--- src/rtl/multicycle_control_fsm_if.sv ---
// ---------------------------------------------------------------------------
// multicycle_control_fsm_if
// Bundle between the instruction register / datapath and the multicycle
// control FSM.
//   Opcode, Funct        : instruction fields presented to the controller
//   IorD .. PCWriteCond  : single-bit datapath strobes
//   ALUSrcB, ALUOp,
//   PCSource             : 2-bit datapath selects
//   BranchNE             : branch polarity qualifier for PCWriteCond
//   ExcPC, EPCWrite      : exception vector load / EPC save
//   State                : current FSM state, debug visibility
// Modports: master = datapath side (drives instruction fields),
//           slave  = controller side (drives strobes).
// ---------------------------------------------------------------------------
interface multicycle_control_fsm_if;
    logic [5:0] Opcode;
    logic [5:0] Funct;
    logic       IorD;
    logic       MemRead;
    logic       MemWrite;
    logic       MemToReg;
    logic       IRWrite;
    logic       RegDst;
    logic       RegWrite;
    logic       ALUSrcA;
    logic       PCWrite;
    logic       PCWriteCond;
    logic [1:0] ALUSrcB;
    logic [1:0] ALUOp;
    logic [1:0] PCSource;
    logic       BranchNE;
    logic       ExcPC;
    logic       EPCWrite;
    logic [3:0] State;

    modport master (
        output Opcode, Funct,
        input  IorD, MemRead, MemWrite, MemToReg, IRWrite, RegDst, RegWrite,
               ALUSrcA, PCWrite, PCWriteCond, ALUSrcB, ALUOp, PCSource,
               BranchNE, ExcPC, EPCWrite, State
    );

    modport slave (
        input  Opcode, Funct,
        output IorD, MemRead, MemWrite, MemToReg, IRWrite, RegDst, RegWrite,
               ALUSrcA, PCWrite, PCWriteCond, ALUSrcB, ALUOp, PCSource,
               BranchNE, ExcPC, EPCWrite, State
    );
endinterface

--- src/rtl/multicycle_control_fsm.sv ---
// ---------------------------------------------------------------------------
// multicycle_control_fsm
// Moore control unit for a multicycle MIPS datapath (lw, sw, R-type, jr,
// beq, bne, j, addi). Memory states (FETCH, MEMRD, MEMWR) each last
// MEM_LATENCY+1 cycles, paced by a wait counter.
// Ports:
//   Clk    : single clock, rising edge
//   reset  : synchronous, active-high; forces every output to 0 while high
//   bus    : multicycle_control_fsm_if.slave (instruction fields in,
//            datapath strobes and debug State out)
// Parameters:
//   MEM_LATENCY : extra wait cycles per memory state
//   CNT_W       : wait counter width (MEM_LATENCY < 2**CNT_W)
// Optional feature macro: CTRL_EXCEPTION_EN
//   defined   -> illegal instructions go through EXC (PCWrite, ExcPC, EPCWrite)
//   undefined -> illegal instructions fall back to FETCH (NOP)
// ---------------------------------------------------------------------------
module multicycle_control_fsm #(
    parameter int MEM_LATENCY = 0,
    parameter int CNT_W       = 4
) (
    input  logic                      Clk,
    input  logic                      reset,
    multicycle_control_fsm_if.slave   bus
);

    typedef enum logic [3:0] {
        S_FETCH  = 4'd0,
        S_DECODE = 4'd1,
        S_MEMADR = 4'd2,
        S_MEMRD  = 4'd3,
        S_MEMWB  = 4'd4,
        S_MEMWR  = 4'd5,
        S_RTEXEC = 4'd6,
        S_RTWB   = 4'd7,
        S_BRANCH = 4'd8,
        S_JUMP   = 4'd9,
        S_IEXEC  = 4'd10,
        S_IWB    = 4'd11,
        S_JR     = 4'd12,
        S_EXC    = 4'd13
    } state_t;

    localparam logic [CNT_W-1:0] LAT = CNT_W'(MEM_LATENCY);

    state_t           state_q, state_d;
    logic [CNT_W-1:0] cnt_q, cnt_d;
    logic             bne_q, bne_d;   // latched in DECODE, used by BRANCH
    logic             sw_q, sw_d;     // latched in DECODE, steers MEMADR

    logic last_wait;
    logic in_mem;

    assign last_wait = (cnt_q == LAT);
    assign in_mem    = (state_q == S_FETCH) || (state_q == S_MEMRD) ||
                       (state_q == S_MEMWR);

    always_ff @(posedge Clk) begin
        if (reset) begin
            state_q <= S_FETCH;
            cnt_q   <= '0;
            bne_q   <= 1'b0;
            sw_q    <= 1'b0;
        end else begin
            state_q <= state_d;
            cnt_q   <= cnt_d;
            bne_q   <= bne_d;
            sw_q    <= sw_d;
        end
    end

    always_comb begin
        state_d = state_q;
        bne_d   = bne_q;
        sw_d    = sw_q;
        case (state_q)
            S_FETCH:  if (last_wait) state_d = S_DECODE;
            S_DECODE: begin
                bne_d = (bus.Opcode == 6'h05);
                sw_d  = (bus.Opcode == 6'h2B);
                case (bus.Opcode)
                    6'h23, 6'h2B: state_d = S_MEMADR;
                    6'h00:        state_d = (bus.Funct == 6'h08) ? S_JR : S_RTEXEC;
                    6'h04, 6'h05: state_d = S_BRANCH;
                    6'h02:        state_d = S_JUMP;
                    6'h08:        state_d = S_IEXEC;
`ifdef CTRL_EXCEPTION_EN
                    default:      state_d = S_EXC;
`else
                    default:      state_d = S_FETCH;
`endif
                endcase
            end
            S_MEMADR: state_d = sw_q ? S_MEMWR : S_MEMRD;
            S_MEMRD:  if (last_wait) state_d = S_MEMWB;
            S_MEMWR:  if (last_wait) state_d = S_FETCH;
            S_RTEXEC: state_d = S_RTWB;
            S_IEXEC:  state_d = S_IWB;
            default:  state_d = S_FETCH;
        endcase

        // Counter restarts on every state change; it only ever advances
        // inside a memory state, so non-memory states see it at zero.
        if (state_d != state_q) begin
            cnt_d = '0;
        end else if (in_mem && !last_wait) begin
            cnt_d = cnt_q + CNT_W'(1);
        end else begin
            cnt_d = cnt_q;
        end
    end

    // Moore outputs; everything is gated off while reset is high.
    always_comb begin
        bus.IorD        = 1'b0;
        bus.MemRead     = 1'b0;
        bus.MemWrite    = 1'b0;
        bus.MemToReg    = 1'b0;
        bus.IRWrite     = 1'b0;
        bus.RegDst      = 1'b0;
        bus.RegWrite    = 1'b0;
        bus.ALUSrcA     = 1'b0;
        bus.PCWrite     = 1'b0;
        bus.PCWriteCond = 1'b0;
        bus.ALUSrcB     = 2'b00;
        bus.ALUOp       = 2'b00;
        bus.PCSource    = 2'b00;
        bus.BranchNE    = 1'b0;
        bus.ExcPC       = 1'b0;
        bus.EPCWrite    = 1'b0;
        bus.State       = 4'd0;
        if (!reset) begin
            bus.State = state_q;
            case (state_q)
                S_FETCH: begin
                    bus.MemRead = 1'b1;
                    bus.ALUSrcB = 2'b01;
                    bus.IRWrite = last_wait;
                    bus.PCWrite = last_wait;
                end
                S_DECODE: bus.ALUSrcB = 2'b11;
                S_MEMADR: begin
                    bus.ALUSrcA = 1'b1;
                    bus.ALUSrcB = 2'b10;
                end
                S_MEMRD: begin
                    bus.MemRead = 1'b1;
                    bus.IorD    = 1'b1;
                end
                S_MEMWB: begin
                    bus.MemToReg = 1'b1;
                    bus.RegWrite = 1'b1;
                end
                S_MEMWR: begin
                    bus.MemWrite = 1'b1;
                    bus.IorD     = 1'b1;
                end
                S_RTEXEC: begin
                    bus.ALUSrcA = 1'b1;
                    bus.ALUOp   = 2'b10;
                end
                S_RTWB: begin
                    bus.RegDst   = 1'b1;
                    bus.RegWrite = 1'b1;
                end
                S_BRANCH: begin
                    bus.ALUSrcA     = 1'b1;
                    bus.ALUOp       = 2'b01;
                    bus.PCWriteCond = 1'b1;
                    bus.PCSource    = 2'b01;
                    bus.BranchNE    = bne_q;
                end
                S_JUMP: begin
                    bus.PCWrite  = 1'b1;
                    bus.PCSource = 2'b10;
                end
                S_IEXEC: begin
                    bus.ALUSrcA = 1'b1;
                    bus.ALUSrcB = 2'b10;
                end
                S_IWB: bus.RegWrite = 1'b1;
                S_JR: begin
                    bus.PCWrite  = 1'b1;
                    bus.PCSource = 2'b11;
                end
`ifdef CTRL_EXCEPTION_EN
                S_EXC: begin
                    bus.PCWrite  = 1'b1;
                    bus.ExcPC    = 1'b1;
                    bus.EPCWrite = 1'b1;
                end
`endif
                default: ;
            endcase
        end
    end

endmodule
--- src/flat_wrapper.sv ---
// flat-port wrapper written by rule: the top's interface ports become plain ports
module multicycle_control_fsm_flat 
#(
    parameter int MEM_LATENCY = 0,
    parameter int CNT_W       = 4
)
  (Clk, reset, bus_Opcode, bus_Funct, bus_IorD, bus_MemRead, bus_MemWrite, bus_MemToReg, bus_IRWrite, bus_RegDst, bus_RegWrite, bus_ALUSrcA, bus_PCWrite, bus_PCWriteCond, bus_ALUSrcB, bus_ALUOp, bus_PCSource, bus_BranchNE, bus_ExcPC, bus_EPCWrite, bus_State);
  multicycle_control_fsm_if bus_i ();
  input  logic Clk;
  input  logic reset;
  input wire logic [$bits(bus_i.Opcode)-1:0] bus_Opcode;
  input wire logic [$bits(bus_i.Funct)-1:0] bus_Funct;
  output wire logic [$bits(bus_i.IorD)-1:0] bus_IorD;
  output wire logic [$bits(bus_i.MemRead)-1:0] bus_MemRead;
  output wire logic [$bits(bus_i.MemWrite)-1:0] bus_MemWrite;
  output wire logic [$bits(bus_i.MemToReg)-1:0] bus_MemToReg;
  output wire logic [$bits(bus_i.IRWrite)-1:0] bus_IRWrite;
  output wire logic [$bits(bus_i.RegDst)-1:0] bus_RegDst;
  output wire logic [$bits(bus_i.RegWrite)-1:0] bus_RegWrite;
  output wire logic [$bits(bus_i.ALUSrcA)-1:0] bus_ALUSrcA;
  output wire logic [$bits(bus_i.PCWrite)-1:0] bus_PCWrite;
  output wire logic [$bits(bus_i.PCWriteCond)-1:0] bus_PCWriteCond;
  output wire logic [$bits(bus_i.ALUSrcB)-1:0] bus_ALUSrcB;
  output wire logic [$bits(bus_i.ALUOp)-1:0] bus_ALUOp;
  output wire logic [$bits(bus_i.PCSource)-1:0] bus_PCSource;
  output wire logic [$bits(bus_i.BranchNE)-1:0] bus_BranchNE;
  output wire logic [$bits(bus_i.ExcPC)-1:0] bus_ExcPC;
  output wire logic [$bits(bus_i.EPCWrite)-1:0] bus_EPCWrite;
  output wire logic [$bits(bus_i.State)-1:0] bus_State;
  assign bus_i.Opcode = bus_Opcode;
  assign bus_i.Funct = bus_Funct;
  assign bus_IorD = bus_i.IorD;
  assign bus_MemRead = bus_i.MemRead;
  assign bus_MemWrite = bus_i.MemWrite;
  assign bus_MemToReg = bus_i.MemToReg;
  assign bus_IRWrite = bus_i.IRWrite;
  assign bus_RegDst = bus_i.RegDst;
  assign bus_RegWrite = bus_i.RegWrite;
  assign bus_ALUSrcA = bus_i.ALUSrcA;
  assign bus_PCWrite = bus_i.PCWrite;
  assign bus_PCWriteCond = bus_i.PCWriteCond;
  assign bus_ALUSrcB = bus_i.ALUSrcB;
  assign bus_ALUOp = bus_i.ALUOp;
  assign bus_PCSource = bus_i.PCSource;
  assign bus_BranchNE = bus_i.BranchNE;
  assign bus_ExcPC = bus_i.ExcPC;
  assign bus_EPCWrite = bus_i.EPCWrite;
  assign bus_State = bus_i.State;
  multicycle_control_fsm #(.MEM_LATENCY(MEM_LATENCY), .CNT_W(CNT_W)) u_core (.Clk(Clk), .reset(reset), .bus(bus_i));
endmodule
--- config.mk ---
export PLATFORM = sky130hd
export DESIGN_NAME = multicycle_control_fsm_flat
export DESIGN_NICKNAME = d
export VERILOG_FILES = /design/src/rtl/multicycle_control_fsm_if.sv /design/src/rtl/multicycle_control_fsm.sv /design/src/flat_wrapper.sv
export SDC_FILE = /design/constraint.sdc
export NUM_CORES = 1
export LEC_CHECK = 0
export ABC_AREA = 0
export CORE_AREA = 2 2 51 53
export DETAILED_ROUTE_END_ITERATION = 10
export DIE_AREA = 0 0 53 55
export HOLD_SLACK_MARGIN = 0.03
export PLACE_DENSITY = 0.74
export SYNTH_ARGS = -nofsm -noshare
export SYNTH_HDL_FRONTEND = slang
export SYNTH_SLANG_ARGS = --single-unit
--- constraint.sdc ---
create_clock -name Clk -period 2.88 [get_ports Clk]
set_input_delay 0.288 -clock Clk [delete_from_list [all_inputs] [get_ports Clk]]
set_output_delay 0.288 -clock Clk [all_outputs]
set_load 0.01 [all_outputs]
* After elaboration in Yosys (flattened, before gate mapping)
Cells that the tools add are included.
** Operators by class
- $add $sub $neg :: 1
- Equal/unequal tests :: 20
- Mux-type cells :: 36
- Reductions and logical operators :: 16
** Operator list (number)
- one-hot mux 4 bit (7 select lines) :: 1
- 2-to-1 mux 1 bit :: 21
- == test 4 bit, second input constant :: 5
- 2-to-1 mux 4 bit :: 5
- one-hot mux 4 bit (5 select lines) :: 1
- == test 4 x 3 -> 1 bit, second input constant :: 4
- OR reduction 2 bit :: 7
- == test 6 x 3 -> 1 bit, second input constant :: 2
- == test 6 x 4 -> 1 bit, second input constant :: 2
- == test 6 bit, second input constant :: 2
- one-hot mux 2 bit (3 select lines) :: 2
- == test 4 x 2 -> 1 bit, second input constant :: 2
- zero test 4 bit :: 2
- == test 6 x 2 -> 1 bit, second input constant :: 1
- zero test 6 bit :: 1
- 2-to-1 mux 2 bit :: 3
- adder 4 x 1 -> 4 bit, second input constant :: 1
- == test 4 x 1 -> 1 bit, second input constant :: 1
- inequality test 4 bit :: 1
- one-hot mux 2 bit (2 select lines) :: 1
- OR reduction 4 bit :: 1
- 2-to-1 mux 3 bit :: 1
- OR reduction 3 bit :: 1
- logical OR 1 bit :: 2
- other kinds (3) :: 3
** Storage, ports and cells
- Flip-flop bits (word level) :: 10
- Input port bits :: 14
- Logic and storage cells :: 77

* Depth between registers and ports, before layout
- Depth in word-level cells :: 6
- Mapped depth :: 6

* Worst setup path before layout
Ideal clock, no wire load.
- Kind :: reg-to-reg
- Start point :: register u_core.state_q[1]
- End point :: register u_core.cnt_q[1]
- Library setup time :: 0.087 ns
- Arrival time :: 1.934 ns
- Slack :: 0.858 ns
- Stages on the path, launching flop included :: 7
- Path buffers :: 2
- Cells stage by stage :: dfxtp_1 -> buf_4 -> or4b_4 -> buf_6 -> or4_4 -> o311a_4 -> nor4b_2
** On the way
- Longest elaborated chain between the ends :: 4
** RTL lines
- start: declaration :: RTL line multicycle_control_fsm.sv:46 : state_t state_q, state_d;
- start signal: assignment :: RTL line multicycle_control_fsm.sv:65 : state_q <= state_d;
- == test 4 bit (tied with other cells) :: RTL line multicycle_control_fsm.sv:76 : case (state_q)
- one-hot mux 4 bit (7 select lines) or logical OR 1 bit (tied branches) :: RTL line multicycle_control_fsm.sv:76, multicycle_control_fsm.sv:55
- inequality test 4 bit or logical OR 1 bit (tied branches) :: RTL line multicycle_control_fsm.sv:104, multicycle_control_fsm.sv:55
- OR reduction 2 bit (no source line) or logical AND 1 bit (tied branches)
- end signal: assignment :: RTL line multicycle_control_fsm.sv:66 : cnt_q <= cnt_d;
- end: declaration :: RTL line multicycle_control_fsm.sv:47 : logic [CNT_W-1:0] cnt_q, cnt_d;
Parallel ways exist; a longest one is shown, timed or not.
A chain may end at the register's enable or synchronous reset.

* Worst setup path in the final report
- Start point :: input port reset
- End point :: output port bus_PCWrite
** On the way
- Longest elaborated chain between the ends :: 1
** RTL lines
- start: declaration :: RTL line flat_wrapper.sv:10 : input logic reset;
- 2-to-1 mux 1 bit :: RTL line multicycle_control_fsm.sv:132 : if (!reset) begin
- end: declaration :: RTL line flat_wrapper.sv:21 : output wire logic [$bits(bus_i.PCWrite)-1:0] bus_PCWrite;
Every way passes these cells.

==> impl_metrics.toml <==
[place]
dp_cells = 178
routabilityCongestion = 0.812
io_buffers = 34
pre_cts_ws_ps = 328
dp_hpwl_microns = 1980

[logic_synthesis]
yosysTopAreaCell = "dfxtp_1"
synth_ff_type = "dfxtp_1"
ys_ff_latch = 10
netlist_area_sq_um = 961
async_flop_share_pct = 0
syn_inst = 123
ys_top_cells_by_area = "dfxtp_1 21%, nor3_1 4.2%, nor4_1 3.9%"
synth_edf_count = 0
yosysWarnings = 0
synth_cell_types = 46
ys_seq_area_share_pct = 20.8
yosysTopAreaCellShare_pct = 20.8
avgSynthCellArea_sq_um = 7.81

[layout]
drive_above_1_share_pct = 9.27
fin_util_pct = 55.3
fin_nets = 169
seq_area_sq_um = 200
final_cell_mix = "34 x clkdlybuf4s50_1, 10 x dfxtp_1, 8 x nor2_1, 8 x nor3_1"
n_fill_cell = 234
multiInputGateArea_sq_um = 663
diodes = 0
fin_cells = 181
final_common_cell = "clkdlybuf4s50_1"
layout-area-overhead-vs-synth_pct = 36.2

[pwr]
clock_power_share_pct = 17.0
cellLeakagePower_uw = 0.000444
switching_share_pct = 36.7
internal-power_uw = 329
combPwrFrac_pct = 50.6
p_sw_uw = 191
powerDensity_nw_per_um2 = 397
pwr-share-seq_pct = 32.4
ir_drop_mv = 0.285

[flow_run]
max_cap_violations = 0

[drt]
drc = 0
postRouteAntennaNets = 0
vias = 1042
drt_wl_total_microns = 2580
avgRoutedWirePerCell_microns = 14.2
drt_pass1_iterations = 4
routed_via_density = 5.76
drtIter0Drc = 26

[clock_network]
cts_resized = 0
cts_sinks = 10
cts.reportedPaths.clkPinSlew_ps = 60
insertion_delay_ps = 260
htree_num_levels = 1
cts_buffer_depth = 2
cts_hold_buffers = 0
cts_tree = "yes"
cts_setup_buffers = 0
root_buffer = "clkbuf_4"
cts_made_buffers = 3

[min_path]
min_path_type = "reg -> reg"
min_from = "u_core.cnt_q[0]"
hold_depth = 1
hold-path-endpoint = "u_core.cnt_q[0]"

[setup_path]
r2r_cells = 4
cp_common_cell = "clkdlybuf4s50_1"
crit_chain = "clkdlybuf4s50_1 -> nor2_1 -> and4_1 -> or2_2 -> clkdlybuf4s50_1"
cp_num_buf_inv = 2
rr_startpoint = "u_core.state_q[1]"
cp_max_fo = 12
worst_ep_arrival_time_ps = 2190
cp_data_required_time_ps = 2590
r2r_slack_ps = 610
r2r_end = "u_core.cnt_q[2]"
critPathLaunch = "reset"
cpPeakStageDelay_ps = 730
crit_slowest_cell = "clkdlybuf4s50_1"
crit_family = "buffers and inverters"
worst_setup_path_start_kind = "primary input"
endpoint_kind = "output pin"
worstSetupPathType = "in -> out"

[die]
initial_utilization_pct = 40.6
core_sq_um = 2360
row_count = 18
dieWidth_microns = 53
die_y_microns = 55
die_area_sq_um = 2920
io_pins = 37

[sta]
post-route-min-period_ps = 2480
finClkSkew_ps = 6.58
timing.slew.headroom_pct = 57.3
rsz0062_at_grt = "false"
timing.hold.ws_ps = 501
fin_crit_sh_pct = 86.0
max_freq_ghz = 0.404
fin_setup_tns_ps = 0
timing.final.ws_setup_ps = 404
setup_viol = 0
hold_viol = 0
worstMarginPinSlew_ps = 640
final_max_slew_viol_count = 0

[global_routing]
grt_pass1_wl_microns = 4040
grt_start_max_net_pins = 20
gr-total-overflow = 0
grtUsageTotal_pct = 18.7
antenna_found_initial = 0
grt_pass1_vias = 899

[outcome]
status = "completed"
==> synthesized netlist by cell type, drive strengths merged (2+ instances only) <==
master	n
clkbuf	7
and3	4
o2bb2ai	2
or2	2
a21oi	2
nand2	6
nand3	2
nor3b	2
a211oi	3
nand2b	2
a32oi	3
nor2	8
nor4	6
o21ai	3
ha	2
nor2b	4
xnor2	4
a221oi	3
nor4b	4
buf	6
dfxtp	10
o31ai	3
nor3	8
inv	6
a21boi	2
o21a	2
or4b	2
o21bai	2
==> metal layers <==
metal | global-route usage, % | wire (microns) | vias up
met2 | 31.0 | 1280 | 30
li1 | - | - | 518
met1 | 24.1 | 1120 | 487
met5 | 0 | 0 | -
met4 | 5.13 | 36 | 0
met3 | 4.84 | 138 | 7
==> worst register-to-register path: stages, from the launching register on <==
cell,delay [ps]
dfxtp_1,510
or4b_4,660
or4_4,510
o311a_4,160
nor4_1,320
==> worst max path at each step <==
stage                            to  depth (start not counted)  slack, ps
finish                  bus_PCWrite                          5        400
global route           bus_RegWrite                          5        320
CTS                     bus_PCWrite                          5        430
detailed placement  u_core.cnt_q[2]                          5        330
global placement    u_core.cnt_q[0]                          5        460
floorplan           u_core.cnt_q[1]                          6        860
==> state kept, by name (all words and copies together) (netlist names) <==
name / cells
u_core.bne_q: 1
u_core.sw_q: 1
u_core.cnt_q: 4
u_core.state_q: 4
==> cell type report <==
class,instances,area share [%]
Multi-Input combinational cell,95,50.7
Timing Repair Buffer,37,27.7
Clock buffer,3,1.72
Inverter,6,1.72
Tap cell,30,2.87
Sequential cell,10,15.3
==> stage by stage <==
step | area, sq um | total power [uW]
2_1_floorplan | 965 | 338
3_3_place_gp | 1290 | 424
3_5_place_dp | 1290 | 431
4_1_cts | 1310 | 523
5_1_grt | 1310 | 554
6_report | 1310 | 520
==> power by group through the flow <==
| stage | combinational [uW] | clock [uW] | sequential (uW) |
|---|---|---|---|
| after floorplan | 180 | 0 | 159 |
| final | 263 | 88.4 | 168 |
| after global placement | 254 | 0 | 171 |
| after detailed placement | 260 | 0 | 171 |
| after CTS | 262 | 92.9 | 168 |
| after global routing | 285 | 98.4 | 171 |
==> cells by family after synthesis <==
family                     synth area share [%]
adders and majority gates                  2.60
AOI/OAI and AO/OA                          24.9
and+or+nand+nor                            36.2
buffers and inverters                      10.5
other                                     0.390
xor gates and xnor gates                   4.56
DFF                                        20.8
Note: power is estimated with default switching activity, not from simulation.
